<file path="src/rtl/encoder_read_sched_if.sv">
`default_nettype none
// ============================================================================
//  Module      : encoder_read_sched_if
//  Description : Request / completion bundle between the angle-read scheduler
//                and the AS5600 I2C angle-read engine.
//                  i2c_req_n     : scheduler -> engine, low requests reads
//                                  (wired to the engine's angle_done input)
//                  i2c_rd_done   : engine -> scheduler, read-done level
//                  i2c_raw_angle : engine -> scheduler, 12-bit raw angle
//                master modport : scheduler side
//                slave  modport : engine side
//  Revision    : 1.0  initial release
// ============================================================================
interface encoder_read_sched_if;
    logic        i2c_req_n;
    logic        i2c_rd_done;
    logic [11:0] i2c_raw_angle;

    modport master (
        output i2c_req_n,
        input  i2c_rd_done,
        input  i2c_raw_angle
    );

    modport slave (
        input  i2c_req_n,
        output i2c_rd_done,
        output i2c_raw_angle
    );
endinterface
`default_nettype wire

</file>
<file path="src/rtl/encoder_read_sched.sv">
`default_nettype none
// ============================================================================
//  Module      : encoder_read_sched
//  Description : Sequences periodic angle reads from the AS5600 I2C engine of
//                one swerve steering module. Issues a request every rd_period
//                clocks (or as fast as the transaction allows), supervises it
//                with a timeout, captures the raw angle and derives the
//                wrapped error against target_angle.
//  Ports       : clock, reset_n      clock / asynchronous active-low reset
//                enable              scheduling enable
//                rd_period[15:0]     clocks between request starts (0 acts as 1)
//                target_angle[11:0]  target raw angle
//                err_clr             clears timeout_err
//                i2c (master)        req_n / rd_done / raw_angle to the engine
//                angle[11:0]         last captured angle
//                angle_valid         one-clock pulse per capture
//                angle_err[11:0]     signed target - angle, wrapped
//                at_target           |angle_err| <= TOL
//                timeout_err         sticky timeout flag
//                read_count[7:0]     successful captures, wrapping
//  Revision    : 1.0  initial release
// ============================================================================
module encoder_read_sched #(
    parameter int          TIMEOUT = 20000,
    parameter logic [11:0] TOL     = 12'd8
) (
    input  logic                  clock,
    input  logic                  reset_n,
    input  logic                  enable,
    input  logic [15:0]           rd_period,
    input  logic [11:0]           target_angle,
    input  logic                  err_clr,
    encoder_read_sched_if.master  i2c,
    output logic [11:0]           angle,
    output logic                  angle_valid,
    output logic [11:0]           angle_err,
    output logic                  at_target,
    output logic                  timeout_err,
    output logic [7:0]            read_count
);

    // ------------------------------------------------------------------------
    // Constants
    // ------------------------------------------------------------------------
    localparam int c_TCNT_W = (TIMEOUT > 2) ? $clog2(TIMEOUT) : 1;
    localparam logic [c_TCNT_W-1:0] c_TCNT_LAST = c_TCNT_W'(TIMEOUT - 1);

    localparam logic [2:0] c_ST_IDLE      = 3'd0;
    localparam logic [2:0] c_ST_REQUEST   = 3'd1;
    localparam logic [2:0] c_ST_WAIT_DONE = 3'd2;
    localparam logic [2:0] c_ST_CAPTURE   = 3'd3;
    localparam logic [2:0] c_ST_HOLDOFF   = 3'd4;

    // ------------------------------------------------------------------------
    // State
    // ------------------------------------------------------------------------
    logic [2:0]          state_q,       state_d;
    logic [15:0]         period_cnt_q,  period_cnt_d;
    logic [c_TCNT_W-1:0] tmo_cnt_q,     tmo_cnt_d;
    logic                rd_done_q,     rd_done_d;
    logic                req_n_q,       req_n_d;
    logic [11:0]         angle_q,       angle_d;
    logic                angle_valid_q, angle_valid_d;
    logic [11:0]         angle_err_q,   angle_err_d;
    logic                at_target_q,   at_target_d;
    logic                timeout_err_q, timeout_err_d;
    logic [7:0]          read_count_q,  read_count_d;

    // ------------------------------------------------------------------------
    // Combinational helpers
    // ------------------------------------------------------------------------
    logic        w_rd_done_rise;
    logic        w_tmo_hit;
    logic        w_tmo_set;
    logic [15:0] w_period_thr;
    logic        w_period_due;
    logic [11:0] w_diff;
    logic [11:0] w_diff_mag;

    // The engine holds rd_done as a level; only its rising edge completes a
    // transaction, so a long level yields a single capture.
    assign w_rd_done_rise = i2c.i2c_rd_done & ~rd_done_q;
    assign w_tmo_hit      = (tmo_cnt_q == c_TCNT_LAST);

    // Completion on the very clock the count expires still counts as a read.
    assign w_tmo_set      = (state_q == c_ST_WAIT_DONE) & w_tmo_hit & ~w_rd_done_rise;

    // A period of 0 behaves as 1: the request may follow after one HOLDOFF clock.
    assign w_period_thr   = (rd_period == 16'd0) ? 16'd0 : (rd_period - 16'd1);
    assign w_period_due   = (period_cnt_q >= w_period_thr);

    // Modulo-4096 difference read as 12-bit two's complement. The magnitude is
    // taken as an unsigned 12-bit value so that -2048 yields 2048 (12'h800).
    assign w_diff         = target_angle - i2c.i2c_raw_angle;
    assign w_diff_mag     = w_diff[11] ? (~w_diff + 12'd1) : w_diff;

    // ------------------------------------------------------------------------
    // Next-state logic
    // ------------------------------------------------------------------------
    always_comb begin
        state_d = state_q;
        case (state_q)
            c_ST_IDLE: begin
                if (enable) begin
                    state_d = c_ST_REQUEST;
                end
            end
            c_ST_REQUEST: begin
                state_d = c_ST_WAIT_DONE;
            end
            c_ST_WAIT_DONE: begin
                // enable is deliberately ignored here: an issued read always
                // runs to completion or timeout.
                if (w_rd_done_rise) begin
                    state_d = c_ST_CAPTURE;
                end else if (w_tmo_hit) begin
                    state_d = c_ST_HOLDOFF;
                end
            end
            c_ST_CAPTURE: begin
                state_d = c_ST_HOLDOFF;
            end
            c_ST_HOLDOFF: begin
                if (!enable) begin
                    state_d = c_ST_IDLE;
                end else if (w_period_due) begin
                    state_d = c_ST_REQUEST;
                end
            end
            default: begin
                state_d = c_ST_IDLE;
            end
        endcase
    end

    // ------------------------------------------------------------------------
    // Counters
    // ------------------------------------------------------------------------
    always_comb begin
        // The period counter reads 0 throughout REQUEST and counts from there,
        // so the HOLDOFF test against rd_period-1 spaces REQUEST entries (and
        // hence req_n falls) exactly rd_period clocks apart. It saturates so a
        // long HOLDOFF never wraps back below the threshold.
        period_cnt_d = period_cnt_q;
        if (state_d == c_ST_REQUEST) begin
            period_cnt_d = 16'd0;
        end else if ((state_q != c_ST_IDLE) && (period_cnt_q != 16'hFFFF)) begin
            period_cnt_d = period_cnt_q + 16'd1;
        end

        // The timeout counter is 0 on the first WAIT_DONE clock, i.e. the
        // first clock req_n is seen low, so the hit falls TIMEOUT clocks after
        // the request.
        tmo_cnt_d = tmo_cnt_q;
        if (state_q == c_ST_REQUEST) begin
            tmo_cnt_d = '0;
        end else if ((state_q == c_ST_WAIT_DONE) && !w_tmo_hit) begin
            tmo_cnt_d = tmo_cnt_q + c_TCNT_W'(1);
        end
    end

    // ------------------------------------------------------------------------
    // Registered outputs
    // ------------------------------------------------------------------------
    always_comb begin
        rd_done_d     = i2c.i2c_rd_done;

        // Low while the request is outstanding; released on the CAPTURE clock
        // or immediately at the timeout edge.
        req_n_d       = ~((state_q == c_ST_REQUEST) |
                          ((state_q == c_ST_WAIT_DONE) & ~w_tmo_set));

        angle_d       = angle_q;
        angle_err_d   = angle_err_q;
        at_target_d   = at_target_q;
        read_count_d  = read_count_q;
        angle_valid_d = 1'b0;

        if (state_q == c_ST_CAPTURE) begin
            angle_d       = i2c.i2c_raw_angle;
            angle_err_d   = w_diff;
            at_target_d   = (w_diff_mag <= TOL);
            read_count_d  = read_count_q + 8'd1;
            angle_valid_d = 1'b1;
        end

        // A timeout in the same clock as err_clr leaves the flag set.
        timeout_err_d = timeout_err_q;
        if (w_tmo_set) begin
            timeout_err_d = 1'b1;
        end else if (err_clr) begin
            timeout_err_d = 1'b0;
        end
    end

    // ------------------------------------------------------------------------
    // Flops
    // ------------------------------------------------------------------------
    always_ff @(posedge clock or negedge reset_n) begin
        if (!reset_n) begin
            state_q       <= c_ST_IDLE;
            period_cnt_q  <= 16'd0;
            tmo_cnt_q     <= '0;
            rd_done_q     <= 1'b0;
            req_n_q       <= 1'b1;
            angle_q       <= 12'd0;
            angle_valid_q <= 1'b0;
            angle_err_q   <= 12'd0;
            at_target_q   <= 1'b0;
            timeout_err_q <= 1'b0;
            read_count_q  <= 8'd0;
        end else begin
            state_q       <= state_d;
            period_cnt_q  <= period_cnt_d;
            tmo_cnt_q     <= tmo_cnt_d;
            rd_done_q     <= rd_done_d;
            req_n_q       <= req_n_d;
            angle_q       <= angle_d;
            angle_valid_q <= angle_valid_d;
            angle_err_q   <= angle_err_d;
            at_target_q   <= at_target_d;
            timeout_err_q <= timeout_err_d;
            read_count_q  <= read_count_d;
        end
    end

    // ------------------------------------------------------------------------
    // Output drive
    // ------------------------------------------------------------------------
    assign i2c.i2c_req_n = req_n_q;
    assign angle         = angle_q;
    assign angle_valid   = angle_valid_q;
    assign angle_err     = angle_err_q;
    assign at_target     = at_target_q;
    assign timeout_err   = timeout_err_q;
    assign read_count    = read_count_q;

endmodule
`default_nettype wire

</file>
<file path="src/flat_wrapper.sv">
// flat-port wrapper written by rule: the top's interface ports become plain ports
module encoder_read_sched_flat 
#(
    parameter int          TIMEOUT = 20000,
    parameter logic [11:0] TOL     = 12'd8
)
  (clock, reset_n, enable, rd_period, target_angle, err_clr, angle, angle_valid, angle_err, at_target, timeout_err, read_count, i2c_i2c_req_n, i2c_i2c_rd_done, i2c_i2c_raw_angle);
  encoder_read_sched_if i2c_i ();
  input  logic clock;
  input  logic reset_n;
  input  logic enable;
  input  logic [15:0] rd_period;
  input  logic [11:0] target_angle;
  input  logic err_clr;
  output logic [11:0] angle;
  output logic angle_valid;
  output logic [11:0] angle_err;
  output logic at_target;
  output logic timeout_err;
  output logic [7:0] read_count;
  output wire logic [$bits(i2c_i.i2c_req_n)-1:0] i2c_i2c_req_n;
  input wire logic [$bits(i2c_i.i2c_rd_done)-1:0] i2c_i2c_rd_done;
  input wire logic [$bits(i2c_i.i2c_raw_angle)-1:0] i2c_i2c_raw_angle;
  assign i2c_i2c_req_n = i2c_i.i2c_req_n;
  assign i2c_i.i2c_rd_done = i2c_i2c_rd_done;
  assign i2c_i.i2c_raw_angle = i2c_i2c_raw_angle;
  encoder_read_sched #(.TIMEOUT(TIMEOUT), .TOL(TOL)) u_core (.clock(clock), .reset_n(reset_n), .enable(enable), .rd_period(rd_period), .target_angle(target_angle), .err_clr(err_clr), .i2c(i2c_i), .angle(angle), .angle_valid(angle_valid), .angle_err(angle_err), .at_target(at_target), .timeout_err(timeout_err), .read_count(read_count));
endmodule
</file>
<file path="config.mk">
export PLATFORM = sky130hd
export DESIGN_NAME = encoder_read_sched_flat
export DESIGN_NICKNAME = d
export VERILOG_FILES = /design/src/rtl/encoder_read_sched_if.sv /design/src/rtl/encoder_read_sched.sv /design/src/flat_wrapper.sv
export SDC_FILE = /design/constraint.sdc
export NUM_CORES = 1
export LEC_CHECK = 0
export ABC_AREA = 1
export BUFFER_PORTS_ARGS = -buffer_cell sky130_fd_sc_hd__buf_4
export CORE_UTILIZATION = 55
export DETAILED_ROUTE_END_ITERATION = 8
export GPL_TIMING_DRIVEN = 0
export HOLD_SLACK_MARGIN = 0.06
export PLACE_DENSITY = 0.87
export SETUP_SLACK_MARGIN = 0.15
export SLEW_MARGIN = 15
export SYNTH_ARGS = -nofsm -noshare
export SYNTH_HDL_FRONTEND = slang
export SYNTH_SLANG_ARGS = --single-unit
</file>
<file path="constraint.sdc">
create_clock -name clock -period 2.2 [get_ports clock]
set_clock_uncertainty 0.05 [all_clocks]
set_input_delay 0.22 -clock clock [delete_from_list [all_inputs] [get_ports clock]]
set_output_delay 0.22 -clock clock [all_outputs]
set_load 0.01 [all_outputs]
</file>
## Word-level counts from Yosys, hierarchy flattened

Index checks and enable logic that the tools add are counted.

| storage, ports and cells | value |
|---|---|
| logic and storage cells | 60 |
| register bits after elaboration | 71 |
| output and inout bits | 36 |
| bits of input ports | 45 |

| cells by class | value |
|---|---|
| bitwise logic cells | 10 |
| reduce and logical (&&, ||, !) cells | 9 |
| eq/ne operators | 7 |
| add/sub/neg operators | 6 |
| order comparisons | 2 |
| muxes and demuxes | 15 |

Operator list:

| operator | count |
|---|---|
| two-way mux 16 bit | 3 |
| two-way mux 15 bit | 2 |
| adder 16 x 1 -> 16 bit, second input constant | 1 |
| >= comparator 16 bit | 1 |
| zero test 16 bit | 1 |
| inequality test 16 bit, second input constant | 1 |
| subtractor 16 x 1 -> 16 bit, second input constant | 1 |
| adder 15 x 1 -> 15 bit, second input constant | 1 |
| == test 15 bit, second input constant | 1 |
| two-way mux 3 bit | 5 |
| case mux 3 bit (5 select lines) | 1 |
| adder 12 x 1 -> 12 bit, second input constant | 1 |
| <= comparator 12 x 4 -> 1 bit, second input constant | 1 |
| two-way mux 12 bit | 1 |
| inverter 12 bit | 1 |
| subtractor 12 bit | 1 |
| adder 8 x 1 -> 8 bit, second input constant | 1 |
| == test 3 x 1 -> 1 bit, second input constant | 2 |
| == test 3 x 2 -> 1 bit, second input constant | 2 |
| nonzero test 2 bit | 3 |
| AND 1 bit | 4 |
| inverter 1 bit | 4 |
| == test 3 bit, second input constant | 1 |
| zero test 3 bit | 1 |
| 5 further kinds | 8 |

## Depth between registers and ports, before layout

| logic depth | value |
|---|---|
| depth after elaboration | 8 |
| mapped depth | 22 |
| depth with buffers taken out | 21 |

## Least setup slack after synthesis

Ideal clock, no wire load.

| path | value |
|---|---|
| path kind | input-to-reg |
| from | input rd_period[1] |
| to | register u_core.period_cnt_q[14] |
| arrival time | 2,426 ps |
| stages | 22 |
| library setup time | 119 ps |
| data required time | 2,031 ps |
| path slack | -396 ps |
| cell sequence | nor2_2 > nand3_1 > nor2_1 > inv_2 > nor3_4 > nand2_1 > nor4_2 > xor2_1 > nand2_1 > ha_1 > nand2_1 > inv_1 > nand3_1 > nor3_1 > nand2_1 > nand2_1 > nand2_1 > nand2_1 > nand2_2 > inv_2 > buf_6 > nor2_1 |

| between the ends | value |
|---|---|
| word-level cells in the longest chain between the ends | 8 |

RTL lines:

| element | RTL line | text |
|---|---|---|
| start, declared | flat_wrapper.sv:12 | `input logic [15:0] rd_period;` |
| subtractor 16 x 1 -> 16 bit or zero test 16 bit (tied branches) | encoder_read_sched.sv:89 | `assign w_period_thr = (rd_period == 16'd0) ? 16'd0 : (rd_period - 16'd1);` |
| two-way mux 16 bit (*) | encoder_read_sched.sv:89 |  |
| >= comparator 16 bit (*) | encoder_read_sched.sv:90 | `assign w_period_due = (period_cnt_q >= w_period_thr);` |
| two-way mux 3 bit (*) | encoder_read_sched.sv:126 | `end else if (w_period_due) begin` |
| two-way mux 3 bit (*) | encoder_read_sched.sv:124 | `if (!enable) begin` |
| case mux 3 bit (5 select lines) (*) | encoder_read_sched.sv:102 | `case (state_q)` |
| named net u_core.state_d[0] | encoder_read_sched.sv:57 | `logic [2:0] state_q, state_d;` |
| == test 3 x 1 -> 1 bit (*) | encoder_read_sched.sv:145 | `if (state_d == c_ST_REQUEST) begin` |
| two-way mux 16 bit or nonzero test 2 bit (tied branches) | -- |  |
| end signal, assigned | encoder_read_sched.sv:214 | `period_cnt_q <= period_cnt_d;` |
| end, declared | encoder_read_sched.sv:58 | `logic [15:0] period_cnt_q, period_cnt_d;` |

The timed path passes the listed nets; every way through them passes the cells marked *.
A chain may end at the register's enable or synchronous reset.

## Worst setup path in the final report

| path | value |
|---|---|
| from | input rd_period[1] |
| to | register u_core.period_cnt_q[2] |

Same word-level chain as after synthesis.

==> flow_metrics.env <==
export IMPL_ir_worst_vdd_mv=0.736
export IMPL_slew_headroom_pct=39.6
export IMPL_initial_utilization_pct=56.7
export IMPL_synth_top_cell_by_area="dfrtp_1"
export IMPL_critPathLaunchType="input port"
export IMPL_syn_area_mm2=0.00492
export IMPL_grt_pass1_vias=4843
export IMPL_syn_inst=644
export IMPL_design_core_area_mm2=0.00868
export IMPL_avgSynthCellArea_um2=7.64
export IMPL_reg2reg_depth=13
export IMPL_maxSlewViolCount=0
export IMPL_crit_path_top_delay_cell="ha_4"
export IMPL_crit_path_cell_trace="buf_8, nor2_4, nand3_2, nor2_2, inv_2, nor3_4, nand2_2, nor4_4, xor2_1, nand2_1, ha_4, nand2_2, inv_2, nand3_4, nor3_4, nand2_2, nand2_1, nand2_1, nand2_2, nand2_4, inv_4, buf_8, nor2_2"
export IMPL_use_met3_pct=4.70
export IMPL_insertion_delay_ns=0.36
export IMPL_required_ns=2.39
export IMPL_hp_start="i2c_i2c_raw_angle[7]"
export IMPL_rows=34
export IMPL_synthDistinctLibCells=44
export IMPL_dp_cells=832
export IMPL_cts_tree="done"
export IMPL_grt_busiest_layer="met2"
export IMPL_finalNonFillerCells=864
export IMPL_ios=81
export IMPL_place_hpwl_um=8630
export IMPL_yosys_top_cells_area="dfrtp_1 (36%), nand2_1 (11%), ha_1 (8.1%), inv_1 (6.9%), nand3_1 (4.7%)"
export IMPL_min_delay_worst_endpoint="u_core.angle[7]"
export IMPL_vias=4741
export IMPL_synth_warnings=0
export IMPL_min_period_ns=2.52
export IMPL_die_area_mm2=0.00933
export IMPL_cts_buffer_depth=2
export IMPL_grt_remaining_overflow=0
export IMPL_clk_pin_slew_ns=0.08
export IMPL_powerDensity_mw_per_mm2=934
export IMPL_whs_path_depth=3
export IMPL_routedWlPerCell_um=14.7
export IMPL_ant_nets=0
export IMPL_max_cap_violations=0
export IMPL_yosysSeqAreaShare_pct=36.1
export IMPL_reg2reg_slack_ns=0.11
export IMPL_drtIter0Drc=323
export IMPL_rr_endpoint="u_core.period_cnt_q[12]"
export IMPL_crit_arrival_ns=2.71
export IMPL_synthArstFlopShare_pct=100
export IMPL_cp_end_kind="register"
export IMPL_synthesis_nets=722
export IMPL_synth_ff_type="dfrtp_1"
export IMPL_grt_first_pass_wirelength_um=21400
export IMPL_drc=0
export IMPL_worstSetupPathType="in -> reg"
export IMPL_hp_class="in -> reg"
export IMPL_tightestPinTransition_ns=0.906
export IMPL_cpPeakStageDelay_ns=0.29
export IMPL_antenna_found_initial=0
export IMPL_final_layout_size_suffix_gt1_share_pct=26.6
export IMPL_drt_vias_per_instance=5.49
export IMPL_syn2layout_area_growth_pct=27.6
export IMPL_wl_um=12700
export IMPL_r2r_start="u_core.period_cnt_q[5]"
export IMPL_die_h_um=96.6
export IMPL_clock_sinks=71
export IMPL_yosysTopAreaCellShare_pct=35.6
export IMPL_synth_top_cells_by_count="nand2_1 (143), inv_1 (90), dfrtp_1 (70)"
export IMPL_dieWidth_um=96.6
export IMPL_num_antenna_cells=0
export IMPL_cp_max_fo=5
export IMPL_met2_usage_pct=47.4
export IMPL_timing_final_ws_setup_ns=-0.320
export IMPL_rsz0062_at_grt="yes"
export IMPL_grt_use_met1_pct=34.8
export IMPL_period_share_pct=115
export IMPL_track_usage_pct=27.9
export IMPL_finalSetupViolCount=16
export IMPL_numPortBuffers=80
export IMPL_outcome="complete, but fails checks"
export IMPL_grt_start_max_net_pins=72
export IMPL_crit_top_cell="nand2_2"
export IMPL_fmax_mhz=397
export IMPL_cts_made_buffers=9
export IMPL_setup_tns_ns=-4.87
export IMPL_gp_congestion=0.911
export IMPL_finalHoldViolations=0
export IMPL_firstDrtPassIters=5
export IMPL_ys_seq_elements=71
export IMPL_synth_edf_count=0
export IMPL_num_nets_final=829
export IMPL_root_buffer="clkbuf_8"
export IMPL_fill_cells=610
export IMPL_hold_ws_ns=0.0979
export IMPL_p_leak_nw=3.24
export IMPL_htree_levels=3
export IMPL_violations="negative setup slack"
export IMPL_synth_most_common_cell="nand2_1"
==> worst max-delay path by stage <==
stage                             start                      end  slack [ns]  cells past startpoint
final                      rd_period[1]   u_core.period_cnt_q[2]       -0.32                     23
after detailed placement  rd_period[13]   u_core.period_cnt_q[3]       -1.07                     20
after global routing      rd_period[11]  u_core.period_cnt_q[12]       -0.50                     20
after global placement    rd_period[13]   u_core.period_cnt_q[7]       -0.88                     20
after floorplan            rd_period[1]  u_core.period_cnt_q[14]       -0.34                     22
after CTS                  rd_period[1]   u_core.period_cnt_q[2]       -0.29                     23
==> flip-flops by register name (all words and copies together) (netlist names) <==
name and cells:
u_core.i2c.i2c_req_n 1, u_core.period_cnt_q 16, u_core.angle_valid 1, u_core.angle 12, u_core.rd_done_q 1, u_core.angle_err 12, u_core.state_q 3, u_core.timeout_err 1
u_core.read_count 8, u_core.at_target 1, u_core.tmo_cnt_q 15
==> timing repair <==
item                                    in CTS  in global routing
hold buffers                                 5                  0
setup buffers                                9                  1
hold endpoints to repair                    74                  0
cloned                                       1                  0
pin swaps                                    6                  8
resized for setup                           29                 31
endpoints found under the setup margin      18                 49
==> final cells by class <==
class	instances	area (um^2)	area share, %
plain buffers	9	67.6	1.08
well taps	108	135	2.15
clock buffers	10	128	2.03
multi-input cells	464	2910	46.3
flip-flops and latches	71	1780	28.3
repair buffers	96	748	11.9
inverters	100	380	6.06
clock inverters	6	133	2.11
==> metal layers <==
metal,vias to the layer above,routed length [um]
li1,2307,-
met1,2199,5310
met2,196,6300
met3,39,727
met4,0,345
met5,-,0
==> kinds of logic after synthesis <==
group	count (synthesis)	synth area share, %
xor+xnor	30	5.49
buf+inv	109	8.85
fa+ha+maj	33	8.54
simple gates	330	32.4
flops	71	36.1
compound gates	71	8.64
==> cells in the final DEF (no fill, tap or decap), types with 11 or more instances in the layout <==
cell type and n:
nand2_1 136, buf_4 89, inv_1 87, dfrtp_1 70
nor2_1 47, nand3_1 42, o21ai_0 30, ha_1 30
xor2_1 22, nand4_1 18, a21oi_1 17, nand2_2 16
nor2_2 14, nor3_1 12, inv_2 11
==> through the flow <==
step	setup WS (ns)	instance area, um^2	power (mW)	util, %
global placement	-0.877	5670	4.11	65.4
global route	-0.503	6280	6.23	72.3
CTS	-0.289	6170	5.76	71.1
detailed placement	-1.07	5670	4.23	65.4
floorplan	-0.344	4940	3.31	-
finish	-0.320	6280	5.86	72.3
==> critical path: cells and delay by family <==
family                     cells  cell delay (ns)
and+or+nand+nor               16             1.54
adders and majority gates      1             0.29
xor gates and xnor gates       1             0.20
buffers and inverters          5             0.45
==> where the power goes <==
| group | leakage (nW) | total (mW) | internal [mW] | switching (mW) |
|---|---|---|---|---|
| sequential | 0.928 | 1.98 | 1.68 | 0.298 |
| clock | 0.126 | 1.39 | 0.866 | 0.519 |
| combinational | 2.18 | 2.50 | 1.01 | 1.49 |
Note: power is estimated with default switching activity, not from simulation.
